===== src/rtl/fb_pkg.sv =====
// Shared framebuffer definitions: default grid geometry, scheduler state
// encoding and the linear address helper.
package fb_pkg;

  localparam int FB_COLS   = 80;
  localparam int FB_ROWS   = 60;
  localparam int FB_DATA_W = 24;

  typedef enum logic {
    IDLE  = 1'b0,
    CLEAR = 1'b1
  } fb_state_t;

  // Row-major linear address; callers cast the result to their address width.
  function automatic int unsigned addr_of(input int unsigned row,
                                          input int unsigned col,
                                          input int unsigned cols = FB_COLS);
    return row * cols + col;
  endfunction

endpackage


===== src/rtl/rr_arbiter.sv =====
// Round-robin arbiter: one-hot grant to the first requester at or after the
// pointer; the pointer moves past the winner only when the grant is used.
module rr_arbiter #(
  parameter int NCH = 2
) (
  input  logic                                     clk,
  input  logic                                     rst,
  input  logic [NCH-1:0]                           req,
  input  logic                                     advance,
  output logic [NCH-1:0]                           grant,
  output logic [((NCH > 1) ? $clog2(NCH) : 1)-1:0] ptr
);

  localparam int PTR_W = (NCH > 1) ? $clog2(NCH) : 1;

  logic [PTR_W-1:0] ptr_reg;
  logic [PTR_W-1:0] ptr_next;

  always_comb begin
    int   idx;
    logic found;
    idx      = 0;
    found    = 1'b0;
    grant    = '0;
    ptr_next = ptr_reg;
    for (int k = 0; k < NCH; k++) begin
      idx = int'(ptr_reg) + k;
      if (idx >= NCH) idx = idx - NCH;
      if (!found && req[idx]) begin
        found      = 1'b1;
        grant[idx] = 1'b1;
        ptr_next   = (idx == NCH - 1) ? '0 : PTR_W'(idx + 1);
      end
    end
  end

  always_ff @(posedge clk) begin
    if (rst) begin
      ptr_reg <= '0;
    end else if (advance) begin
      ptr_reg <= ptr_next;
    end
  end

  assign ptr = ptr_reg;

endmodule


===== src/rtl/fb_write_scheduler.sv =====
// Framebuffer write front-end: round-robin pixel write channels plus a
// full-grid hardware fill, driving a single registered memory write port.
module fb_write_scheduler
  import fb_pkg::*;
#(
  parameter int COLS   = FB_COLS,
  parameter int ROWS   = FB_ROWS,
  parameter int COL_W  = 7,
  parameter int ROW_W  = 6,
  parameter int ADDR_W = 13,
  parameter int DATA_W = FB_DATA_W,
  parameter int NCH    = 2
) (
  input  logic                    clk,
  input  logic                    rst,
  input  logic [NCH-1:0]          req_valid,
  output logic [NCH-1:0]          req_ready,
  input  logic [NCH*COL_W-1:0]    req_col,
  input  logic [NCH*ROW_W-1:0]    req_row,
  input  logic [NCH*DATA_W-1:0]   req_data,
  input  logic                    clear_start,
  input  logic [DATA_W-1:0]       clear_color,
  output logic                    busy,
  output logic                    clear_done,
  output logic                    oob_err,
  output logic [ADDR_W-1:0]       mem_waddr,
  output logic [DATA_W-1:0]       mem_wdata,
  output logic                    mem_web
);

  localparam int PTR_W = (NCH > 1) ? $clog2(NCH) : 1;

  fb_state_t state_reg, state_next;

  logic [COL_W-1:0]  ccol_reg;
  logic [ROW_W-1:0]  crow_reg;
  logic [DATA_W-1:0] color_reg;
  logic              busy_reg, done_pend_reg, clear_done_reg, oob_err_reg;
  logic              mem_web_reg;
  logic [ADDR_W-1:0] mem_waddr_reg;
  logic [DATA_W-1:0] mem_wdata_reg;

  logic [NCH-1:0]    grant;
  logic [PTR_W-1:0]  arb_ptr;
  logic              advance, clear_go, last_fill, sel_oob;
  logic [COL_W-1:0]  sel_col;
  logic [ROW_W-1:0]  sel_row;
  logic [DATA_W-1:0] sel_data;

  logic [COL_W-1:0]  ch_col  [NCH];
  logic [ROW_W-1:0]  ch_row  [NCH];
  logic [DATA_W-1:0] ch_data [NCH];

  genvar gi;
  generate
    for (gi = 0; gi < NCH; gi++) begin : g_unpack
      assign ch_col[gi]  = req_col[gi*COL_W +: COL_W];
      assign ch_row[gi]  = req_row[gi*ROW_W +: ROW_W];
      assign ch_data[gi] = req_data[gi*DATA_W +: DATA_W];
    end
  endgenerate

  rr_arbiter #(.NCH(NCH)) u_arb (
    .clk     (clk),
    .rst     (rst),
    .req     (req_valid),
    .advance (advance),
    .grant   (grant),
    .ptr     (arb_ptr)
  );

  always_comb begin
    sel_col  = '0;
    sel_row  = '0;
    sel_data = '0;
    for (int k = 0; k < NCH; k++) begin
      if (grant[k]) begin
        sel_col  = ch_col[k];
        sel_row  = ch_row[k];
        sel_data = ch_data[k];
      end
    end
  end

  assign sel_oob   = (int'(sel_col) >= COLS) || (int'(sel_row) >= ROWS);
  assign last_fill = (int'(ccol_reg) == COLS - 1) && (int'(crow_reg) == ROWS - 1);
  // busy_reg also covers the tail cycle after the sweep returns to IDLE
  assign clear_go  = (state_reg == IDLE) && !busy_reg && clear_start;

  always_ff @(posedge clk) begin
    if (rst) begin
      state_reg <= IDLE;
    end else begin
      state_reg <= state_next;
    end
  end

  always_comb begin
    state_next = state_reg;
    case (state_reg)
      IDLE:    if (clear_go)  state_next = CLEAR;
      CLEAR:   if (last_fill) state_next = IDLE;
      default: state_next = IDLE;
    endcase
  end

  always_comb begin
    req_ready = '0;
    if ((state_reg == IDLE) && !busy_reg && !clear_start) begin
      req_ready = grant;
    end
    advance = |(req_valid & req_ready);
  end

  always_ff @(posedge clk) begin
    if (rst) begin
      ccol_reg       <= '0;
      crow_reg       <= '0;
      color_reg      <= '0;
      busy_reg       <= 1'b0;
      done_pend_reg  <= 1'b0;
      clear_done_reg <= 1'b0;
      oob_err_reg    <= 1'b0;
      mem_web_reg    <= 1'b0;
      mem_waddr_reg  <= '0;
      mem_wdata_reg  <= '0;
    end else begin
      mem_web_reg    <= 1'b0;
      oob_err_reg    <= 1'b0;
      done_pend_reg  <= 1'b0;
      clear_done_reg <= done_pend_reg;
      if (done_pend_reg) busy_reg <= 1'b0;

      if (clear_go) begin
        busy_reg  <= 1'b1;
        color_reg <= clear_color;
        ccol_reg  <= '0;
        crow_reg  <= '0;
      end

      if (state_reg == CLEAR) begin
        mem_web_reg   <= 1'b1;
        mem_waddr_reg <= ADDR_W'(addr_of(int'(crow_reg), int'(ccol_reg), COLS));
        mem_wdata_reg <= color_reg;
        done_pend_reg <= last_fill;
        if (int'(ccol_reg) == COLS - 1) begin
          ccol_reg <= '0;
          crow_reg <= last_fill ? '0 : crow_reg + 1'b1;
        end else begin
          ccol_reg <= ccol_reg + 1'b1;
        end
      end else if (advance) begin
        // Out-of-range requests are consumed but never reach memory
        if (sel_oob) begin
          oob_err_reg <= 1'b1;
        end else begin
          mem_web_reg   <= 1'b1;
          mem_waddr_reg <= ADDR_W'(addr_of(int'(sel_row), int'(sel_col), COLS));
          mem_wdata_reg <= sel_data;
        end
      end
    end
  end

  assign busy       = busy_reg;
  assign clear_done = clear_done_reg;
  assign oob_err    = oob_err_reg;
  assign mem_web    = mem_web_reg;
  assign mem_waddr  = mem_waddr_reg;
  assign mem_wdata  = mem_wdata_reg;

endmodule


===== config.mk =====
export PLATFORM = sky130hd
export DESIGN_NAME = fb_write_scheduler
export DESIGN_NICKNAME = d
export VERILOG_FILES = /design/src/rtl/fb_pkg.sv /design/src/rtl/rr_arbiter.sv /design/src/rtl/fb_write_scheduler.sv
export SDC_FILE = /design/constraint.sdc
export NUM_CORES = 1
export LEC_CHECK = 0
export BUFFER_PORTS_ARGS = -buffer_cell sky130_fd_sc_hd__buf_2
export CORE_MARGIN = 2
export CORE_UTILIZATION = 30
export CTS_BUF_LIST = sky130_fd_sc_hd__clkbuf_8
export DETAILED_ROUTE_END_ITERATION = 7
export HOLD_SLACK_MARGIN = 0.15
export SKIP_CTS_REPAIR_TIMING = 1
export SLEW_MARGIN = 20
export SYNTH_ARGS = -nofsm -noshare
export SYNTH_HDL_FRONTEND = slang
export SYNTH_HIERARCHICAL = 1
export SYNTH_SLANG_ARGS = --single-unit

===== constraint.sdc =====
create_clock -name clk -period 3.9 [get_ports clk]
set_input_delay 0.585 -clock clk [delete_from_list [all_inputs] [get_ports clk]]
set_output_delay 0.585 -clock clk [all_outputs]
set_load 0.01 [all_outputs]

Word level (Yosys, flattened, before mapping):

Index checks and enable logic that the tools add are counted.

* flip-flop bits (word level): 81
* input port bits: 103
* output and inout bits: 43

* $add $sub $neg: 9
* multiply operators: 2
* order comparisons: 8
* eq/ne operators: 5
* mux-type cells: 48
* bitwise logic cells: 4
* reduce and logical (&&, ||, !) cells: 20

Operators by type and width (number)
* $mux 24: 5
* $eq 32x2->1 const B: 2
* $ge 32x1->1 const B: 2
* $lt 32x3->1 const B: 2
* $mux 32: 2
* $mux 13: 3
* $mux 6: 6
* $mux 7: 5
* $ge 32x3->1 const B: 1
* $sub 32x3->32 const B: 1
* $add 13x7->13: 2
* $mux 1: 21
* $mul 6x3->9 const B: 2
* $reduce_bool 2->1: 4
* $add 7x1->7 const B: 1
* $eq 7x7->1 const B: 1
* $ge 7x7->1 const B: 1
* $logic_and 1x1->1: 7
* $add 6x1->6 const B: 1
* $eq 6x4->1 const B: 1
* $ge 6x6->1 const B: 1
* $mux 2: 3
* $reduce_and 2->1: 2
* $reduce_or 2->1: 2
* 13 further kinds: 18

Logic depth before layout (Yosys ltp):

Gate-level depths: netlist (run 1).

* depth after elaboration: 16
* mapped depth: 15
* mapped depth without buffers: 13

Modules after synthesis:

The synthesis (run 1) kept the hierarchy.

By module, submodules not included
* fb_write_scheduler: instances 1, cells an instance 567, area an instance 4465.5 um^2
* rr_arbiter: instances 1, cells an instance 7, area an instance 65.1 um^2

Worst setup path before layout (run 1):

OpenSTA, ideal clock, no wires.

* path kind: input to register
* start: input req_valid[0]
* end: register mem_waddr_reg[11] (netlist: mem_waddr[11])
* arrival time: 3632 ps
* slack: 130 ps
* cell stages on the path: 14
* buffers on the path: 2
* path through: a21boi_0 nor2b_1 buf_2 clkbuf_1 a22o_1 xnor2_1 ha_1 fa_1 xor2_1 nand3_1 nor4_1 xnor2_1 a211oi_1 a211oi_1

* word-level cells in the longest chain between the ends: 14
* elaborated cells between the ends (all ways): 30
* classes of those cells: add/sub (1); mul (1); order compare (2); eq/ne (1); mux (17); bitwise (2); reduce/logical (6)

Ends and longest elaborated chain
* from (decl): RTL line fb_write_scheduler.sv:16 `input logic [NCH-1:0] req_valid,`
* $mux 1 (implied by the code) (3 in a row): RTL line rr_arbiter.sv:29 `if (!found && req[idx]) begin`
* $mux 1: RTL line rr_arbiter.sv:29
* $logic_not 1->1: RTL line rr_arbiter.sv:29
* $logic_and 1x1->1: RTL line rr_arbiter.sv:29
* $mux 2: RTL line rr_arbiter.sv:29
* $mux 6 (2 in a row): RTL line fb_write_scheduler.sv:77 `if (grant[k]) begin`
* $mul 6x3->9: RTL line fb_pkg.sv:18 `return row * cols + col;`
* $add 13x7->13: RTL line fb_pkg.sv:18
* $mux 13: RTL line fb_write_scheduler.sv:154 `if (sel_oob) begin`
* $mux 13: RTL line fb_write_scheduler.sv:152 `end else if (advance) begin`
* $mux 13: RTL line fb_write_scheduler.sv:141 `if (state_reg == CLEAR) begin`
* to (signal assigned): RTL line fb_write_scheduler.sv:143 `mem_waddr_reg <= ADDR_W'(addr_of(int'(crow_reg), int'(ccol_reg), COLS));`
* to (signal assigned): RTL line fb_write_scheduler.sv:158 `mem_waddr_reg <= ADDR_W'(addr_of(int'(sel_row), int'(sel_col), COLS));`
* to (decl): RTL line fb_write_scheduler.sv:40 `logic [ADDR_W-1:0] mem_waddr_reg;`

Several ways; a longest one is shown, not always the timed one. The select of a mux whose other input is x is not followed.
A chain may end at the register's enable or synchronous reset.

Final worst setup path (run 1):

* start: register u_arb.ptr_reg (netlist: u_arb/ptr)
* end: register mem_waddr_reg[11] (netlist: mem_waddr[11])

* elaborated cells between the ends (all ways): 47
* classes of those cells: add/sub (4); mul (1); order compare (8); eq/ne (1); mux (23); bitwise (2); reduce/logical (8)

RTL lines
* from (decl): RTL line rr_arbiter.sv:16 `logic [PTR_W-1:0] ptr_reg;`
* from (signal assigned): RTL line rr_arbiter.sv:41 `ptr_reg <= ptr_next;`
* $add 1x1->2, or another cell as far along: RTL line rr_arbiter.sv:27 `idx = int'(ptr_reg) + k;`
* $sub 32x3->32, or another cell as far along: RTL line rr_arbiter.sv:28 `if (idx >= NCH) idx = idx - NCH;`
* $mux 32, or another cell as far along: RTL line rr_arbiter.sv:28
* $ge 32x1->1 (implied by the code), or another cell as far along: RTL line rr_arbiter.sv:31 `grant[idx] = 1'b1;`
* $logic_and 1x1->1 (implied by the code), or another cell as far along: RTL line rr_arbiter.sv:31
* $mux 1 (implied by the code), or another cell as far along: RTL line rr_arbiter.sv:31
* $demux 1 s1, or another cell as far along
* $or 2x2->2 (no line) / $logic_and 1x1->1 (equally long branches)
* $mux 2 *: RTL line rr_arbiter.sv:29
* via grant[1]: RTL line fb_write_scheduler.sv:43 `logic [NCH-1:0] grant;`
* $mux 6: RTL line fb_write_scheduler.sv:77
* $mul 6x3->9: RTL line fb_pkg.sv:18
* $add 13x7->13: RTL line fb_pkg.sv:18
* $mux 13: RTL line fb_write_scheduler.sv:154
* $mux 13: RTL line fb_write_scheduler.sv:152
* $mux 13: RTL line fb_write_scheduler.sv:141

The timed path passes the listed nets; every way through them passes the cells marked *. The select of a mux whose other input is x is not followed.

==> impl_metrics.env, run 1 <==
export IMPL_status="finished clean"
export IMPL_num_rows=44
export IMPL_drt_wirelength_per_cell_um=14.2
export IMPL_synthArstFlopShare=0
export IMPL_maxCapViolations=0
export IMPL_drv_slew=0
export IMPL_required_ns=4.11
export IMPL_slew_headroom=0.374
export IMPL_yosys_warnings=6
export IMPL_final_hold_violation_count=0
export IMPL_synthMuxAreaShare=0.00469
export IMPL_cts_root_buffer="clkbuf_8"
export IMPL_syn_area_um2=4530
export IMPL_area_delta_synth_final_pct=24.6
export IMPL_critPathKind="reg2reg"
export IMPL_fp_coreArea_um2=14600
export IMPL_grt_setup_unrepaired="no"
export IMPL_p_per_area_nw_per_um2=355
export IMPL_path_depth=13
export IMPL_die_h_um=127
export IMPL_vdd_drop_max_mv=0.217
export IMPL_drc=0
export IMPL_worst_path_max_fanout=18
export IMPL_critPathLaunchType="register"
export IMPL_fin_crit_ns=3.42
export IMPL_synth_top_family_by_area="compound AO/OA/AOI/OAI gates"
export IMPL_ios=146
export IMPL_clkLatencyLatePin_ns=0.38
export IMPL_synthDistinctLibCells=48
export IMPL_max_stage_delay_ns=0.41
export IMPL_worst_path_buf_inv=1
export IMPL_multi_input_area_um2=2730
export IMPL_fin_setup_tns_ns=0
export IMPL_cts_buffers=9
export IMPL_min_path_type="in2reg"
export IMPL_seq_area_frac_synth=0.358
export IMPL_min_delay_path_depth=3
export IMPL_num_vias=4448
export IMPL_viasPerCell=5.00
export IMPL_cp_end_kind="register"
export IMPL_nets=828
export IMPL_clock_path_buffers=2
export IMPL_initial_core_util=0.309
export IMPL_grt_pass1_vias=4032
export IMPL_cp_cell_sequence="inv_1 -> a21boi_4 -> nor2b_2 -> a22o_1 -> ha_1 -> ha_1 -> fa_1 -> xor2_1 -> nand3_1 -> nor4_1 -> xnor2_1 -> a211oi_1 -> a211oi_1"
export IMPL_ant_nets=0
export IMPL_cp_slowest_cell="fa_1"
export IMPL_ys_flop_type="dfxtp_1"
export IMPL_clock_skew_ns=0.0147
export IMPL_avgSynthCellArea_um2=7.89
export IMPL_drtIter0Drc=199
export IMPL_fmax_ghz=0.292
export IMPL_cp_top_family="compound AO/OA/AOI/OAI gates"
export IMPL_setup_viol=0
export IMPL_fin_cells=889
export IMPL_dp_cells=873
export IMPL_synth_compound_area_frac=0.278
export IMPL_layout_common_cells="buf_2, nand2_1, dfxtp_1"
export IMPL_n_fill_cell=1568
export IMPL_syn_nets=702
export IMPL_place_congestion=0.882
export IMPL_synth_edf_count=0
export IMPL_mostFrequentLayoutCell="buf_2"
export IMPL_grt_start_max_net_pins=82
export IMPL_synthCells=574
export IMPL_leakagePower_nw=2.43
export IMPL_port_buffers=145
export IMPL_h_tree_depth=3
export IMPL_drive_gt1_frac=0.257
export IMPL_overflow=0
export IMPL_synthXorXnorAreaFrac=0.0367
export IMPL_dieArea_um2=16100
export IMPL_firstDrtPassIters=5
export IMPL_critPathArrivalTime_ns=3.63
export IMPL_worstRegToRegCells=13
export IMPL_antenna_found_initial=0
export IMPL_synth_fa_ha_area_frac=0.0757
export IMPL_clkSinkCount=81
export IMPL_fin_crit_sh=0.877
export IMPL_seqCellArea_um2=1630
export IMPL_tightest_slew_ns=0.939
export IMPL_cts_tree="yes"
export IMPL_synth_seq_cells=81
export IMPL_track_usage=0.153
export IMPL_die_width_um=127
export IMPL_clk_pin_slew_worst_paths_ns=0.09
export IMPL_antenna_cells=0
export IMPL_grt_first_pass_wirelength_um=20000
export IMPL_yosys_area_share_simple=0.200
export IMPL_drt_wl_total_um=12600
export IMPL_hpwl_um=9060
cells by family after synthesis:
group / count (synthesis)
AO/OA/AOI/OAI: 190
XOR/XNOR: 19
adder cells (fa/ha/maj): 25
buffers and inverters: 50
flip-flops: 81
multiplexers: 2
AND/OR/NAND/NOR: 207
cells in the mapped netlist, types with 3 or more instances:
| master | count | area (µm²) |
|---|---|---|
| o21ai_0 | 17 | 85.1 |
| and3_1 | 5 | 31.3 |
| nor4_1 | 3 | 18.8 |
| clkbuf_1 | 28 | 105 |
| nand3b_1 | 3 | 22.5 |
| a211oi_1 | 8 | 60.1 |
| a211o_1 | 30 | 263 |
| a311oi_1 | 3 | 26.3 |
| nand3_1 | 16 | 80.1 |
| xor2_1 | 7 | 61.3 |
| buf_2 | 7 | 35.0 |
| ha_1 | 21 | 263 |
| fa_1 | 4 | 80.1 |
| nand2b_1 | 3 | 18.8 |
| and2_1 | 3 | 18.8 |
| a22o_1 | 6 | 52.6 |
| a21o_1 | 6 | 45.0 |
| nor2_1 | 55 | 206 |
| nand2_1 | 96 | 360 |
| buf_4 | 4 | 30.0 |
| dfxtp_1 | 81 | 1620 |
| xnor2_1 | 12 | 105 |
| nor3_1 | 6 | 30.0 |
| nor2b_1 | 9 | 56.3 |
| a22oi_1 | 31 | 233 |
| inv_1 | 9 | 33.8 |
| a21oi_1 | 75 | 375 |
final timing paths:
check	start	end	slack, ns
max	u_arb/ptr	mem_waddr[11]	0.48
min	clear_color[1]	color_reg[1]	0.43
max reg2reg	u_arb/ptr	mem_waddr[11]	0.48
min reg2reg	color_reg[23]	mem_wdata[23]	0.45
worst reg2reg max path, stage by stage (launching register included):
cell      delay (ns)
dfxtp_1         0.37
inv_1           0.08
a21boi_4        0.38
nor2b_2         0.16
a22o_1          0.26
ha_1            0.21
ha_1            0.21
fa_1            0.41
xor2_1          0.29
nand3_1         0.11
nor4_1          0.34
xnor2_1         0.12
a211oi_1        0.26
a211oi_1        0.08
final cells by class:
cell class,instances,area share
timing repair buffer,156,0.148
inverter,9,0.00599
sequential,81,0.288
clock buffer,9,0.0220
tap,184,0.0408
multi-input combinational,443,0.483
clock inverter,7,0.0122
where the power goes:
part,switching [mW],total [mW],internal (mW),leakage (nW)
Combinational,0.264,0.465,0.200,1.67
Clock,0.331,0.626,0.295,0.0974
Sequential,0.0321,0.911,0.879,0.661
Total,0.628,2.00,1.37,2.43
metrics by stage:
step / area, µm² / utilization / hold slack [ns] / setup slack, ns / power (mW)
3_3_place_gp: 5450 / 0.372 / 0.438 / 0.300 / 1.39
4_1_cts: 5640 / 0.385 / 0.420 / 0.480 / 2.03
2_1_floorplan: 4530 / - / 0.429 / 0.130 / 1.23
6_report: 5640 / 0.385 / 0.434 / 0.478 / 2.00
5_1_grt: 5640 / 0.385 / 0.432 / 0.168 / 2.11
3_5_place_dp: 5450 / 0.372 / 0.443 / 0.185 / 1.40
per-layer routing:
layer | vias to the layer above | global-route usage | wire [µm]
met1 | 2026 | 0.206 | 6140
li1 | 2293 | - | -
met2 | 118 | 0.243 | 5700
met4 | 0 | 0.0588 | 177
met3 | 11 | 0.0283 | 631
met5 | - | 0 | 0
Note: power is estimated with default switching activity, not from simulation.
==> run 2, diff against run 1 <==
--- a/config.mk
+++ b/config.mk
@@ -8,9 +8,11 @@
 export BUFFER_PORTS_ARGS = -buffer_cell sky130_fd_sc_hd__buf_2
 export CORE_MARGIN = 2
 export CORE_UTILIZATION = 30
-export CTS_BUF_LIST = sky130_fd_sc_hd__clkbuf_8
+export CTS_BUF_LIST = sky130_fd_sc_hd__clkbuf_4 sky130_fd_sc_hd__clkbuf_8 sky130_fd_sc_hd__clkbuf_16
 export DETAILED_ROUTE_END_ITERATION = 7
+export GPL_TIMING_DRIVEN = 0
 export HOLD_SLACK_MARGIN = 0.15
+export PLACE_DENSITY = 0.63
 export SKIP_CTS_REPAIR_TIMING = 1
 export SLEW_MARGIN = 20
 export SYNTH_ARGS = -nofsm -noshare
==> run 2 against run 1 <==
  * Total power up 11%
  * Cell area is 2.8% higher
  * Largest power group unchanged
  * Worst hold slack got worse by 0.0030 ns
  * Sequential share of layout area shrank 0.84 points
  * Via count grew 4.4%
  * Wire length grew 12%
  * Clock skew decreased by 0.0089 ns
  * Largest cell class unchanged
  * Global-route usage grew 2.1 points
  * Register-to-register slack got worse by 0.27 ns
  * Sequential cell count unchanged
  * Critical path depth increased by 2
  * Clock power increased by 31%
==> impl_metrics.env, run 2 (same netlist as run 1, synthesis figures left out) <==
export IMPL_track_usage=0.174
export IMPL_p_int_mw=1.56
export IMPL_num_rows=44
export IMPL_p_total_mw=2.22
export IMPL_h_tree_depth=3
export IMPL_fin_setup_tns_ns=0
export IMPL_num_vias=4643
export IMPL_vdd_drop_max_mv=0.263
export IMPL_worst_path_max_fanout=10
export IMPL_drt_wl_total_um=14200
export IMPL_mostFrequentLayoutCell="buf_2"
export IMPL_initial_core_util=0.309
export IMPL_drc=0
export IMPL_dieArea_um2=16100
export IMPL_n_fill_cell=1545
export IMPL_drive_gt1_frac=0.248
export IMPL_power_switching_mw=0.664
export IMPL_min_path_type="in2reg"
export IMPL_slew_headroom=0.567
export IMPL_grt_setup_unrepaired="no"
export IMPL_critPathKind="reg2reg"
export IMPL_drtIter0Drc=285
export IMPL_p_sw_frac=0.299
export IMPL_hpwl_um=11000
export IMPL_whs_ns=0.431
export IMPL_area_delta_synth_final_pct=28.0
export IMPL_die_h_um=127
export IMPL_cp_end_kind="register"
export IMPL_max_stage_delay_ns=0.43
export IMPL_fin_crit_ns=3.69
export IMPL_viasPerCell=5.06
export IMPL_critPathArrivalTime_ns=3.95
export IMPL_setup_viol=0
export IMPL_critPathLaunchType="register"
export IMPL_clkLatencyLatePin_ns=0.35
export IMPL_cp_common_cell="clkbuf_4"
export IMPL_fmax_ghz=0.271
export IMPL_grt_start_max_net_pins=14
export IMPL_grt_first_pass_wirelength_um=22000
export IMPL_antenna_found_initial=0
export IMPL_cts_tree="yes"
export IMPL_drv_slew=0
export IMPL_ios=146
export IMPL_fin_cells=917
export IMPL_overflow=0
export IMPL_fp_coreArea_um2=14600
export IMPL_nets=857
export IMPL_firstDrtPassIters=5
export IMPL_clock_skew_ns=0.00583
export IMPL_postPlaceCellArea_um2=5490
export IMPL_antenna_cells=0
export IMPL_clk_pin_slew_worst_paths_ns=0.06
export IMPL_cts_buffers=9
export IMPL_ant_nets=0
export IMPL_port_buffers=145
export IMPL_die_width_um=127
export IMPL_pwr_share_comb=0.220
export IMPL_power_frac_clock=0.371
export IMPL_fin_crit_sh=0.946
export IMPL_p_per_area_nw_per_um2=383
export IMPL_dp_cells=903
export IMPL_multi_input_area_um2=2720
export IMPL_cp_top_family="simple AND/OR/NAND/NOR gates"
export IMPL_layout_common_cells="buf_2, nand2_1, dfxtp_1"
export IMPL_clock_path_buffers=2
export IMPL_drt_wirelength_per_cell_um=15.5
export IMPL_final_hold_violation_count=0
export IMPL_leakagePower_nw=2.50
export IMPL_clkSinkCount=81
export IMPL_status="finished clean"
export IMPL_tightest_slew_ns=0.646
export IMPL_place_congestion=0.872
export IMPL_maxCapViolations=0
export IMPL_seqCellArea_um2=1620
export IMPL_grt_pass1_vias=4307
export IMPL_stdcell_area_um2=5800
export IMPL_cts_root_buffer="clkbuf_16"
export IMPL_cp_slowest_cell="fa_1"
export IMPL_cp_cell_sequence="inv_1 -> a21boi_0 -> clkbuf_4 -> buf_4 -> clkbuf_4 -> a22o_1 -> xnor2_1 -> ha_1 -> fa_1 -> xor2_2 -> nand4_1 -> nor4b_1 -> a21o_1 -> a221oi_1 -> nor4_1"
export IMPL_worst_path_buf_inv=4
export IMPL_required_ns=4.16
export IMPL_seqPwrFrac=0.409
==> run 2: final cells by class <==
type	count	share of cell area
clock buffers	12	0.0449
inverters	9	0.00583
multi-input cells	443	0.469
flip-flops and latches	81	0.280
clock inverters	3	0.00431
plain buffers	40	0.0315
well taps	184	0.0397
repair buffers	145	0.125
==> run 2: stage by stage <==
| step | worst slack, ns | utilization |
|---|---|---|
| after CTS | -0.447 | 0.394 |
| after global placement | -0.716 | 0.375 |
| after floorplan | 0.130 | - |
| after detailed placement | -0.798 | 0.375 |
| final | 0.210 | 0.396 |
| after global routing | 0.00879 | 0.396 |
==> run 2: per-layer routing <==
metal / global-route usage / routed length, µm / up-vias
met2: 0.291 / 6640 / 135
met5: 0 / 0 / -
met4: 0.0692 / 339 / 0
met3: 0.0358 / 736 / 21
met1: 0.218 / 6460 / 2135
li1: - / - / 2352
==> run 2: final timing paths <==
| path | cells past startpoint | startpoint | slack, ns | end |
|---|---|---|---|---|
| worst max-delay path | 15 | u_arb/ptr | 0.21 | mem_waddr[12] |
| worst max register to register | 15 | u_arb/ptr | 0.21 | mem_waddr[12] |
| worst min-delay path | 2 | rst | 0.43 | u_arb/ptr |
| worst min register to register | 2 | color_reg[12] | 0.45 | mem_wdata[12] |
==> run 2: power groups by stage <==
stage	clock, mW	combinational (mW)	sequential [mW]
floorplan	0	0.289	0.937
global placement	0	0.480	0.926
detailed placement	0	0.484	0.926
CTS	0.843	0.486	0.908
global route	0.877	0.543	0.914
finish	0.823	0.488	0.908
==> run 3, diff against run 2 <==
--- a/config.mk
+++ b/config.mk
@@ -13,6 +13,7 @@
 export GPL_TIMING_DRIVEN = 0
 export HOLD_SLACK_MARGIN = 0.15
 export PLACE_DENSITY = 0.63
+export RECOVER_POWER = 25
 export SKIP_CTS_REPAIR_TIMING = 1
 export SLEW_MARGIN = 20
 export SYNTH_ARGS = -nofsm -noshare
==> run 3 against run 2 <==
  * Utilization down 0.26 points
  * Sequential share of layout area up 0.19 points
  * Via count down 0.28%
  * Critical path type unchanged
  * Largest power group unchanged
  * Worst hold slack better by 0.0037 ns
  * Highest routed layer unchanged
  * Cell area down 0.67%
  * Wire length about the same
  * Cell count unchanged
==> impl_metrics.env, run 3 (same netlist as run 1, synthesis figures left out) <==
export IMPL_grt_start_max_net_pins=14
export IMPL_clk_pin_slew_worst_paths_ns=0.06
export IMPL_critPathKind="reg2reg"
export IMPL_fin_cells=917
export IMPL_area_delta_synth_final_pct=27.1
export IMPL_mostFrequentLayoutCell="buf_2"
export IMPL_layout_common_cells="buf_2, nand2_1, dfxtp_1"
export IMPL_postPlaceCellArea_um2=5490
export IMPL_clkSinkCount=81
export IMPL_place_congestion=0.872
export IMPL_grtUsageMet1=0.218
export IMPL_required_ns=4.16
export IMPL_critical_path_startpoint="u_arb/ptr"
export IMPL_drt_wl_total_um=14200
export IMPL_cts_root_buffer="clkbuf_16"
export IMPL_use_met3=0.0358
export IMPL_viasPerCell=5.05
export IMPL_slew_headroom=0.563
export IMPL_maxCapViolations=0
export IMPL_antenna_found_initial=0
export IMPL_fin_setup_tns_ns=0
export IMPL_cp_end_kind="register"
export IMPL_drtIter0Drc=317
export IMPL_ant_nets=0
export IMPL_track_usage=0.174
export IMPL_num_rows=44
export IMPL_dieArea_um2=16100
export IMPL_clock_skew_ns=0.00683
export IMPL_critPathLaunchType="register"
export IMPL_cp_cell_sequence="inv_1 -> a21boi_0 -> clkbuf_4 -> buf_4 -> clkbuf_4 -> a22o_1 -> xnor2_1 -> ha_1 -> fa_1 -> xor2_2 -> nand4_1 -> nor4b_1 -> a21o_1 -> a221oi_1 -> nor4_1"
export IMPL_cts_buffers=9
export IMPL_timing_rr_start="u_arb/ptr"
export IMPL_drv_slew=0
export IMPL_p_per_area_nw_per_um2=384
export IMPL_vdd_drop_max_mv=0.259
export IMPL_grt_util_met2=0.291
export IMPL_status="finished clean"
export IMPL_setup_viol=0
export IMPL_ios=146
export IMPL_initial_core_util=0.309
export IMPL_reg2reg_slack_ns=0.22
export IMPL_overflow=0
export IMPL_critPathArrivalTime_ns=3.94
export IMPL_grt_pass1_vias=4307
export IMPL_fin_crit_ns=3.68
export IMPL_die_h_um=127
export IMPL_die_width_um=127
export IMPL_path_depth=15
export IMPL_drc=0
export IMPL_hpwl_um=11000
export IMPL_busiest_layer="met2"
export IMPL_fin_crit_sh=0.943
export IMPL_cts_tree="yes"
export IMPL_tightest_slew_ns=0.653
export IMPL_worst_path_buf_inv=4
export IMPL_worstRegToRegCells=15
export IMPL_stdcell_area_um2=5760
export IMPL_grt_first_pass_wirelength_um=22000
export IMPL_final_hold_violation_count=0
export IMPL_clkLatencyLatePin_ns=0.35
export IMPL_cp_slowest_cell="fa_1"
export IMPL_critPathCapture="mem_waddr[12]"
export IMPL_nets=857
export IMPL_firstDrtPassIters=5
export IMPL_worst_path_max_fanout=10
export IMPL_r2r_end="mem_waddr[12]"
export IMPL_clock_path_buffers=2
export IMPL_leakagePower_nw=2.37
export IMPL_cp_common_cell="clkbuf_4"
export IMPL_h_tree_depth=3
export IMPL_min_path_type="in2reg"
export IMPL_fp_coreArea_um2=14600
export IMPL_dp_cells=903
export IMPL_max_stage_delay_ns=0.43
export IMPL_grt_setup_unrepaired="no"
export IMPL_fmax_ghz=0.272
export IMPL_p_total_mw=2.21
export IMPL_port_buffers=145
export IMPL_cp_top_family="simple AND/OR/NAND/NOR gates"
export IMPL_num_vias=4630
export IMPL_antenna_cells=0
export IMPL_drive_gt1_frac=0.206
export IMPL_drt_wirelength_per_cell_um=15.5
## run 3: changes by cell type in the layout (fill, tap and decap cells not counted)
cell      previous run  this run
clkbuf_1            27        58
buf_2              150       119
## run 3: through the flow
stage | hold slack, ns | utilization | setup slack (ns)
detailed placement | 0.444 | 0.375 | -0.798
global placement | 0.441 | 0.375 | -0.716
finish | 0.435 | 0.393 | 0.221
global route | 0.431 | 0.393 | 0.00879
CTS | 0.420 | 0.394 | -0.447
floorplan | 0.429 | - | 0.130
## run 3: area by class of cell
cell class | count | area [µm²]
repair buffers | 145 | 687
clock inverters | 3 | 25.0
fillers | 1555 | 8880
flip-flops and latches | 81 | 1620
clock buffers | 12 | 260
inverters | 9 | 33.8
well taps | 184 | 230
multi-input cells | 443 | 2720
plain buffers | 40 | 183
## run 3: worst min-delay path by stage
stage	startpoint	slack, ns	cells after the start	to
final	rst	0.43	2	u_arb/ptr
after global routing	rst	0.43	2	u_arb/ptr
after CTS	rst	0.42	2	u_arb/ptr
after detailed placement	color_reg[1]	0.44	2	mem_wdata[1]
after global placement	color_reg[1]	0.44	2	mem_wdata[1]
after floorplan	done_pend_reg	0.43	1	clear_done
## run 3: report_power, final
group	total [mW]	internal (mW)	leakage [nW]	switching, mW
combinational	0.481	0.197	1.57	0.284
sequential	0.909	0.880	0.660	0.0292
clock	0.821	0.473	0.139	0.348
total	2.21	1.55	2.37	0.662
## run 3: layer usage
layer | part of all wire | vias up
li1 | - | 2351
met4 | 0.021 | 0
met2 | 0.47 | 143
met5 | 0 | -
met1 | 0.45 | 2117
met3 | 0.061 | 19
## run 3: worst register-to-register path, delay by kind of cell (launching register included)
kind | cells | cell delay (ns)
xor+xnor | 2 | 0.35
buf+inv | 4 | 0.74
compound gates | 4 | 0.65
flops | 1 | 0.38
fa+ha+maj | 2 | 0.67
simple gates | 3 | 0.80
